**config.mk**
```make
export PLATFORM = sky130hd
export DESIGN_NAME = instr_loader
export DESIGN_NICKNAME = d
export VERILOG_FILES = /design/src/rtl/instr_loader.sv
export SDC_FILE = /design/constraint.sdc
export NUM_CORES = 1
export LEC_CHECK = 0
export CAP_MARGIN = 40
export CORE_AREA = 4 4 114 116
export CTS_BUF_LIST = sky130_fd_sc_hd__clkbuf_4
export DETAILED_ROUTE_END_ITERATION = 8
export DIE_AREA = 0 0 118 120
export REMOVE_ABC_BUFFERS = 1
export SLEW_MARGIN = 20
export SYNTH_ARGS = -nofsm -noshare
export SYNTH_HDL_FRONTEND = slang
export SYNTH_SLANG_ARGS = --single-unit
```
**constraint.sdc**
```tcl
create_clock -name clk -period 2.4 [get_ports clk]
set_input_delay 0.36 -clock clk [delete_from_list [all_inputs] [get_ports clk]]
set_output_delay 0.36 -clock clk [all_outputs]
set_load 0.02 [all_outputs]
```
**src/rtl/instr_loader.sv**
```systemverilog
// Boot-time loader: assembles big-endian words from a byte stream and writes them
// to instruction memory, then releases the CPU. Optional checksum: LOADER_CHECKSUM_EN.
module instr_loader #(
  parameter logic [31:0] ADDR_BASE = 32'h0,
  parameter int          MAX_WORDS = 256
) (
  input  logic        clk,
  input  logic        rst,
  input  logic        in_valid,
  input  logic [7:0]  in_data,
  output logic        in_ready,
  output logic        mem_we,
  output logic [31:0] mem_addr,
  output logic [31:0] mem_wdata,
  output logic [15:0] words_loaded,
  output logic        done,
  output logic        cpu_run,
  output logic        error
);

`ifdef LOADER_CHECKSUM_EN
  typedef enum logic [2:0] {HDR0, HDR1, DATA, CHK, DONE, ERR} state_t;
`else
  typedef enum logic [2:0] {HDR0, HDR1, DATA, DONE, ERR} state_t;
`endif

  localparam logic [16:0] MAXW = 17'(MAX_WORDS);

  state_t      state;
  logic [15:0] count;
  logic [1:0]  bidx;
  logic [23:0] part;
  logic [15:0] hcount;
  logic        xfer;
  logic        last;
`ifdef LOADER_CHECKSUM_EN
  logic [7:0]  xsum;
`endif

  // Ready is a function of state, but reset must also block a transfer in its own cycle.
  always_comb begin
    in_ready = 1'b0;
    if (!rst) begin
      case (state)
        HDR0, HDR1, DATA: in_ready = 1'b1;
`ifdef LOADER_CHECKSUM_EN
        CHK:              in_ready = 1'b1;
`endif
        default:          in_ready = 1'b0;
      endcase
    end
  end

  assign xfer   = in_valid & in_ready;
  assign hcount = {count[15:8], in_data};
  assign last   = (words_loaded == count - 16'd1);

  always_ff @(posedge clk) begin
    if (rst) begin
      state        <= HDR0;
      mem_we       <= 1'b0;
      mem_addr     <= ADDR_BASE;
      mem_wdata    <= 32'h0;
      words_loaded <= 16'h0;
      done         <= 1'b0;
      cpu_run      <= 1'b0;
      error        <= 1'b0;
      count        <= 16'h0;
      bidx         <= 2'd0;
      part         <= 24'h0;
`ifdef LOADER_CHECKSUM_EN
      xsum         <= 8'h0;
`endif
    end else begin
      mem_we <= 1'b0;
      case (state)
        HDR0: if (xfer) begin
          count[15:8] <= in_data;
          state       <= HDR1;
        end
        HDR1: if (xfer) begin
          count[7:0] <= in_data;
          if ({1'b0, hcount} > MAXW) begin
            state <= ERR;
            error <= 1'b1;
          end else if (hcount == 16'h0) begin
`ifdef LOADER_CHECKSUM_EN
            state <= CHK;
`else
            state   <= DONE;
            done    <= 1'b1;
            cpu_run <= 1'b1;
`endif
          end else begin
            state <= DATA;
          end
        end
        DATA: if (xfer) begin
`ifdef LOADER_CHECKSUM_EN
          xsum <= xsum ^ in_data;
`endif
          bidx <= bidx + 2'd1;
          part <= {part[15:0], in_data};
          if (bidx == 2'd3) begin
            mem_we       <= 1'b1;
            mem_addr     <= ADDR_BASE + {14'h0, words_loaded, 2'b00};
            mem_wdata    <= {part, in_data};
            words_loaded <= words_loaded + 16'd1;
            // done follows from the DONE state one cycle later, never alongside mem_we
            if (last) begin
`ifdef LOADER_CHECKSUM_EN
              state <= CHK;
`else
              state <= DONE;
`endif
            end
          end
        end
`ifdef LOADER_CHECKSUM_EN
        CHK: if (xfer) begin
          if (in_data == xsum) begin
            state   <= DONE;
            done    <= 1'b1;
            cpu_run <= 1'b1;
          end else begin
            state <= ERR;
            error <= 1'b1;
          end
        end
`endif
        DONE: begin
          done    <= 1'b1;
          cpu_run <= 1'b1;
        end
        ERR: begin
          error   <= 1'b1;
          done    <= 1'b0;
          cpu_run <= 1'b0;
        end
        default: state <= HDR0;
      endcase
    end
  end

endmodule

```
==> metrics, run 1 <==
min Tclk post-route 2287 ps; Slew headroom 0.6100; Num CTS Buffers 9; Final setup viols 0; CTS H-tree lvls 3; clk_skew approximately 28 ps; FP Rows 40; Worst Reg-to-Reg Cells 7; Placer Congestion between 0.8 and 0.9; sequential area share after synthesis 0.4729; Max Cap Viol 0; Power Total between 3000 and 4000 uW; Final ANT Viol Nets 0; Boundary Pins 96; Skew-Pair Late Insertion Delay 480 ps; final net count between 600 and 700; Avg Cell Area, Syn between 8 and 9 um2; Vias/cell 4.960; Critical-path top delay cell clkdlybuf4s50_1; Port-buffer cells 79; Synth area leaders dfxtp_1 47%, nand2_1 13%, a21oi_1 8.7%; Ys Warns 0; worst min path class in -> reg; worst r2r src count[1]; CTS tree done; CTS sink count about 110; Layout fillers approximately 1100; initial core utilization 0.3980; CP required about 2000 ps; via count between 4000 and 5000; top-area cell type share of the netlist area 0.4729; Synth Cell Area 0.004741 mm2; largest net degree at the start of global routing between 80 and 90; Seq cells post-synth 112; Core Util, Final 0.4899; Fmax between 400 and 500 MHz; fraction of layout cells with a size suffix above 1 0.07899; RSZ-0062 raised after global routing false; first-pass GRT wire length around 19000 um; R2R setup slack 160 ps; vias in the first global route approximately 3700; crit end category primary output; Post-Synthesis Cells 590; status complete, no violations; Hold Buf Count CTS 0; die width roughly 120 um; worst r2r dst state[0]; Post-synth EDFFs 0; Post-route DRC 0; initial DRC count between 200 and 250; final clock period utilization by the worst path 0.9528; peak supply drop ~0.21 mV; core area between 0.01 and 0.015 mm2; PwrDens between 500 and 600 mW/mm2; Hold Crit Depth 4; GRT overflow 0; CP arrival 1930 ps; DRT Pass-1 Iters 4; largest area contributor in the netlist dfxtp_1; Leakage ~0.0021 uW; max-slew violation count 0; CP max FO 8; DR WL/cell approximately 14 um; Worst setup SP type flip-flop; Routed WL 11340 um; post-route design area just under 0.006 mm2; clk buf depth 2; Worst Hold Path EP state[0]; HP Start rst; Most used DFF post-synth dfxtp_1; Clock Pin Slew Worst Setup and Hold Paths between 150 and 200 ps; critical-path cell list a211oi_1 -> clkdlybuf4s50_1; Hold Vio Cnt, Final 0; area post-placement ~0.0057 mm2; total track usage 0.1648; Slew @ Worst Pin just under 600 ps; WS Path Type reg -> out; antenna violations before repair 1; CP max stage delay ~700 ps; distinct cell type count after synthesis 46; P&R area growth vs syn 23.09%; Die Span Y 120 um; post-synthesis async set-or-reset flop share 0; dpl hpwl roughly 7900 um; Die ar. 0.01416 mm2; root buffer cell clkbuf_4
[kinds of logic after synthesis]
kind of cell	share of synthesized area
adders and majority gates	0.007919
AOI/OAI and AO/OA	0.1143
muxes	0.04064
other	0.0007910
DFF	0.4729
buffers and inverters	0.05938
and+or+nand+nor	0.2375
xor gates and xnor gates	0.06651
[how the worst max path moves through the flow]
stage	slack, ps	endpoint	startpoint
floorplan	-1210	words_loaded[13]	state[2]
global placement	130	state[0]	count[1]
finish	110	in_ready	state[1]
detailed placement	40	state[0]	count[1]
CTS	60	in_ready	state[1]
global route	5	state[0]	count[1]
[worst max-delay path, delay by kind of cell, from the launching register on]
kind	cells	cell delay, ps
AO/OA/AOI/OAI	1	320
buffers and inverters	1	700
flip-flops	1	420
[stage by stage]
stage,std cells,setup TNS (ps),hold slack [ps],setup slack [ps]
finish,819,0,230.9,113.2
global route,819,0,226.8,4.724
CTS,817,0,185.6,61.23
detailed placement,799,0,447.6,38.92
global placement,799,0,441.7,127.2
floorplan,552,-47800,426.0,-1214
[sequential cells by signal, summed over array words and instances, names as in the netlist]
signal and count:
part 24, bidx 2, cpu_run 1, mem_wdata 32, mem_we 1, mem_addr 16, words_loaded 16, error 1
state 3, count 16
[cell usage in the layout (no fill, tap or decap), types with 3 or more instances in the layout]
cell	n
nand3_1	11
clkdlybuf4s50_1	78
nand4_1	6
conb_1	16
a21oi_1	82
nor4_1	3
nor3_1	7
o211ai_1	3
xnor2_1	13
buf_4	24
o21ai_0	6
dfxtp_1	112
inv_1	4
mux2i_1	17
clkbuf_4	10
ha_1	3
nand2b_1	3
nand2_1	161
or3_1	4
xor2_1	23
nor2_1	45
[layout make-up]
type	count	area, um2	share of cell area
clock buffer	10	75.07	0.01286
multi-input combinational	435	2290	0.3924
antenna	1	2.502	0.0004288
sequential	112	2242	0.3842
timing repair buffer	103	980.9	0.1681
clock inverter	6	42.54	0.007290
tap	147	183.9	0.03152
inverter	5	18.77	0.003216
[Yosys cell counts, drive strengths merged, types with 2 or more instances]
master and instances:
xor2 23, nor2 47, nand4 7, a211oi 2
o21ai 6, a21oi 82, ha 3, inv 5
nor4 5, nor3 9, buf 23, o22ai 2
mux2i 17, xnor2 13, dfxtp 112, nor2b 2
nand2 162, nand3 12, mux2 2, or3 4
clkbuf 30, nand2b 3, o211ai 3
[where the power goes]
group	leakage (uW)	internal, uW	switching (uW)	total (uW)
Sequential	0.000903	1880	30.4	1910
Clock	0.0000600	229	633	863
Combinational	0.00114	137	183	320
[layer usage]
| metal | share of wire | vias up | GRT usage |
|---|---|---|---|
| met1 | 0.46 | 1885 | 0.2110 |
| met2 | 0.48 | 93 | 0.2760 |
| met3 | 0.044 | 13 | 0.03252 |
| met4 | 0.016 | 0 | 0.06154 |
| met5 | 0 | - | 0 |
| li1 | - | 2071 | - |
[what timing repair did]
action | CTS | global route
pin swaps | 1 | 1
endpoints found under the setup margin | 1 | 1
buffers inserted | 2 | 0
gates resized for setup | 0 | 3
(Power assumes the default switching activity.)
==> run 2, diff against run 1 <==
--- a/config.mk
+++ b/config.mk
@@ -6,10 +6,13 @@
 export NUM_CORES = 1
 export LEC_CHECK = 0
 export CAP_MARGIN = 40
-export CORE_AREA = 4 4 114 116
+export CELL_PAD_IN_SITES_DETAIL_PLACEMENT = 1
+export CELL_PAD_IN_SITES_GLOBAL_PLACEMENT = 1
+export CORE_AREA = 4 4 116 118
 export CTS_BUF_LIST = sky130_fd_sc_hd__clkbuf_4
 export DETAILED_ROUTE_END_ITERATION = 8
-export DIE_AREA = 0 0 118 120
+export DIE_AREA = 0 0 120 122
+export PLACE_DENSITY_LB_ADDON = 0.1
 export REMOVE_ABC_BUFFERS = 1
 export SLEW_MARGIN = 20
 export SYNTH_ARGS = -nofsm -noshare
==> run 2 against run 1 <==
Compared with the run above:
- setup slack better by 74 ps
- global-route usage is 1.2 points higher
- register-to-register slack better by 30 ps
- sequential share of layout area is 0.090 points lower
- power is 1.1% lower
- die area is 3.4% higher
==> metrics, run 2 (same netlist as run 1, synthesis figures left out) <==
total track usage 0.1770; Max Cap Viol 0; Largest regs mem_wdata (32), part (24); min Tclk post-route approximately 2200 ps; R2R setup slack between 150 and 200 ps; Die ar. about 0.015 mm2; critical-path cell list nor4_4 -> nand4_1 -> mux2_2 -> mux2i_1 -> o22a_1 -> or4_1 -> a21oi_1; root buffer cell clkbuf_4; initial core utilization 0.3803; RSZ-0062 raised after global routing false; WL met2 6026 um; M1 WL ~6000 um; Hold Buf Count CTS 0; Worst setup SP type flip-flop; die width roughly 120 um; CP max FO 5; diodes inserted 0; fraction of layout cells with a size suffix above 1 0.07623; Internal 2251 uW; Post-route DRC 0; Final Non-Filler Cells 841; final clock period utilization by the worst path 0.9221; Hold Vio Cnt, Final 0; final net count 680; antenna violations before repair 0; Worst Hold Path EP mem_wdata[11]; status complete, no violations; Fmax 451.9 MHz; CTS sink count 112; commonest non-fill, non-tap cell in the layout nand2_1; crit end category flip-flop; PwrDens ~520 mW/mm2; Num CTS Buffers 9; most frequent cells in the layout 161 x nand2_1, 112 x dfxtp_1, 82 x a21oi_1; worst min path class in -> reg; sw power 808.7 uW; Die Span Y approximately 120 um; max reg flops 32; Port-buffer cells 79; Leakage 0.002110 uW; dpl hpwl 8843 um; largest net degree at the start of global routing 79; FP Rows slightly above 40; CTS H-tree lvls 3; WS Path Type reg -> reg; sequential power share 0.624; Worst Reg-to-Reg Cells 7; Skew-Pair Late Insertion Delay roughly 500 ps; vias in the first global route 4121; Biggest register mem_wdata; Slew headroom 0.6509; Vias/cell 4.936; Net Sw Frac 0.2643; Clock Pin Slew Worst Setup and Hold Paths around 150 ps; WL met3 ~450 um; HP Start rst; via count slightly above 4000; uppermost routed layer met4; max-slew violation count 0; DR WL/cell between 10 and 15 um; core area around 0.012 mm2; clk_skew 13.12 ps; CP max stage delay between 500 and 600 ps; Critical-path top delay cell or4_1; worst hold margin between 200 and 250 ps; Slew @ Worst Pin between 500 and 600 ps; Placed Instances 824; combinational share of power 0.108; CP arrival around 2700 ps; Routed WL 12590 um; Boundary Pins 96; worst r2r src count[1]; initial DRC count around 170; P&R area growth vs syn 23.38%; pre-CTS setup slack -14.52 ps; Hold Crit Depth 3; first-pass GRT wire length a little over 20000 um; CP required between 2000 and 3000 ps; Setup WS post-layout approximately 190 ps; Final setup viols 0; Clk pwr share 0.268; worst r2r dst state[0]; DRT Pass-1 Iters 4; peak supply drop around 0.38 mV; clk buf depth 2; Final ANT Viol Nets 0; Core Util, Final 0.4692; Placer Congestion between 0.7 and 0.8; CTS tree done; GRT overflow 0
==> run 2: worst max-delay path by stage <==
stage / start / end / slack [ps] / cells past startpoint
4_1_cts: count[1] / state[0] / 160 / 8
6_report: count[1] / state[0] / 190 / 7
3_5_place_dp: count[1] / state[0] / -10 / 7
2_1_floorplan: state[2] / words_loaded[13] / -1210 / 10
3_3_place_gp: count[1] / state[0] / 90 / 7
5_1_grt: count[1] / state[0] / 50 / 7
==> run 2: what timing repair did <==
action                     4_1_cts  5_1_grt
buffers inserted                 2        0
pin swaps                        1        1
setup endpoints to repair        2        1
gates resized for setup          1        2
hold endpoints to repair         0        0
==> run 2: through the flow <==
stage	TNS [ps]	cell area [um2]	total power [uW]
after detailed placement	-14.52	5698	2266
after CTS	0	5811	3103
final	0	5849	3059
after global routing	0	5849	3227
after floorplan	-47800	4534	2132
after global placement	0	5698	2260
==> run 2: cell type report <==
cell class,count,area [um2]
clock buffers,12,90.09
clock inverters,2,8.758
fillers,1524,6616
inverters,5,18.77
multi-input cells,435,2287
flip-flops and latches,112,2242
well taps,172,215.2
repair buffers,103,987.2
==> run 2: worst max-delay path: cells and delay by family (launching register included) <==
kind	cells	cell delay, ps
flops	1	400
mux	2	360
compound gates	2	320
simple gates	3	1080
==> run 2: metal layers <==
layer | track usage | vias up
li1 | - | 2066
met1 | 0.2301 | 2010
met2 | 0.2929 | 64
met3 | 0.04271 | 11
met4 | 0.05297 | 0
met5 | 0 | -
==> run 2: power by group through the flow <==
stage | Combinational (uW) | Sequential, uW | Clock, uW
6_report | 329 | 1910 | 819
3_3_place_gp | 311 | 1950 | 0
5_1_grt | 364 | 1920 | 946
2_1_floorplan | 187 | 1950 | 0
4_1_cts | 322 | 1910 | 870
3_5_place_dp | 316 | 1950 | 0
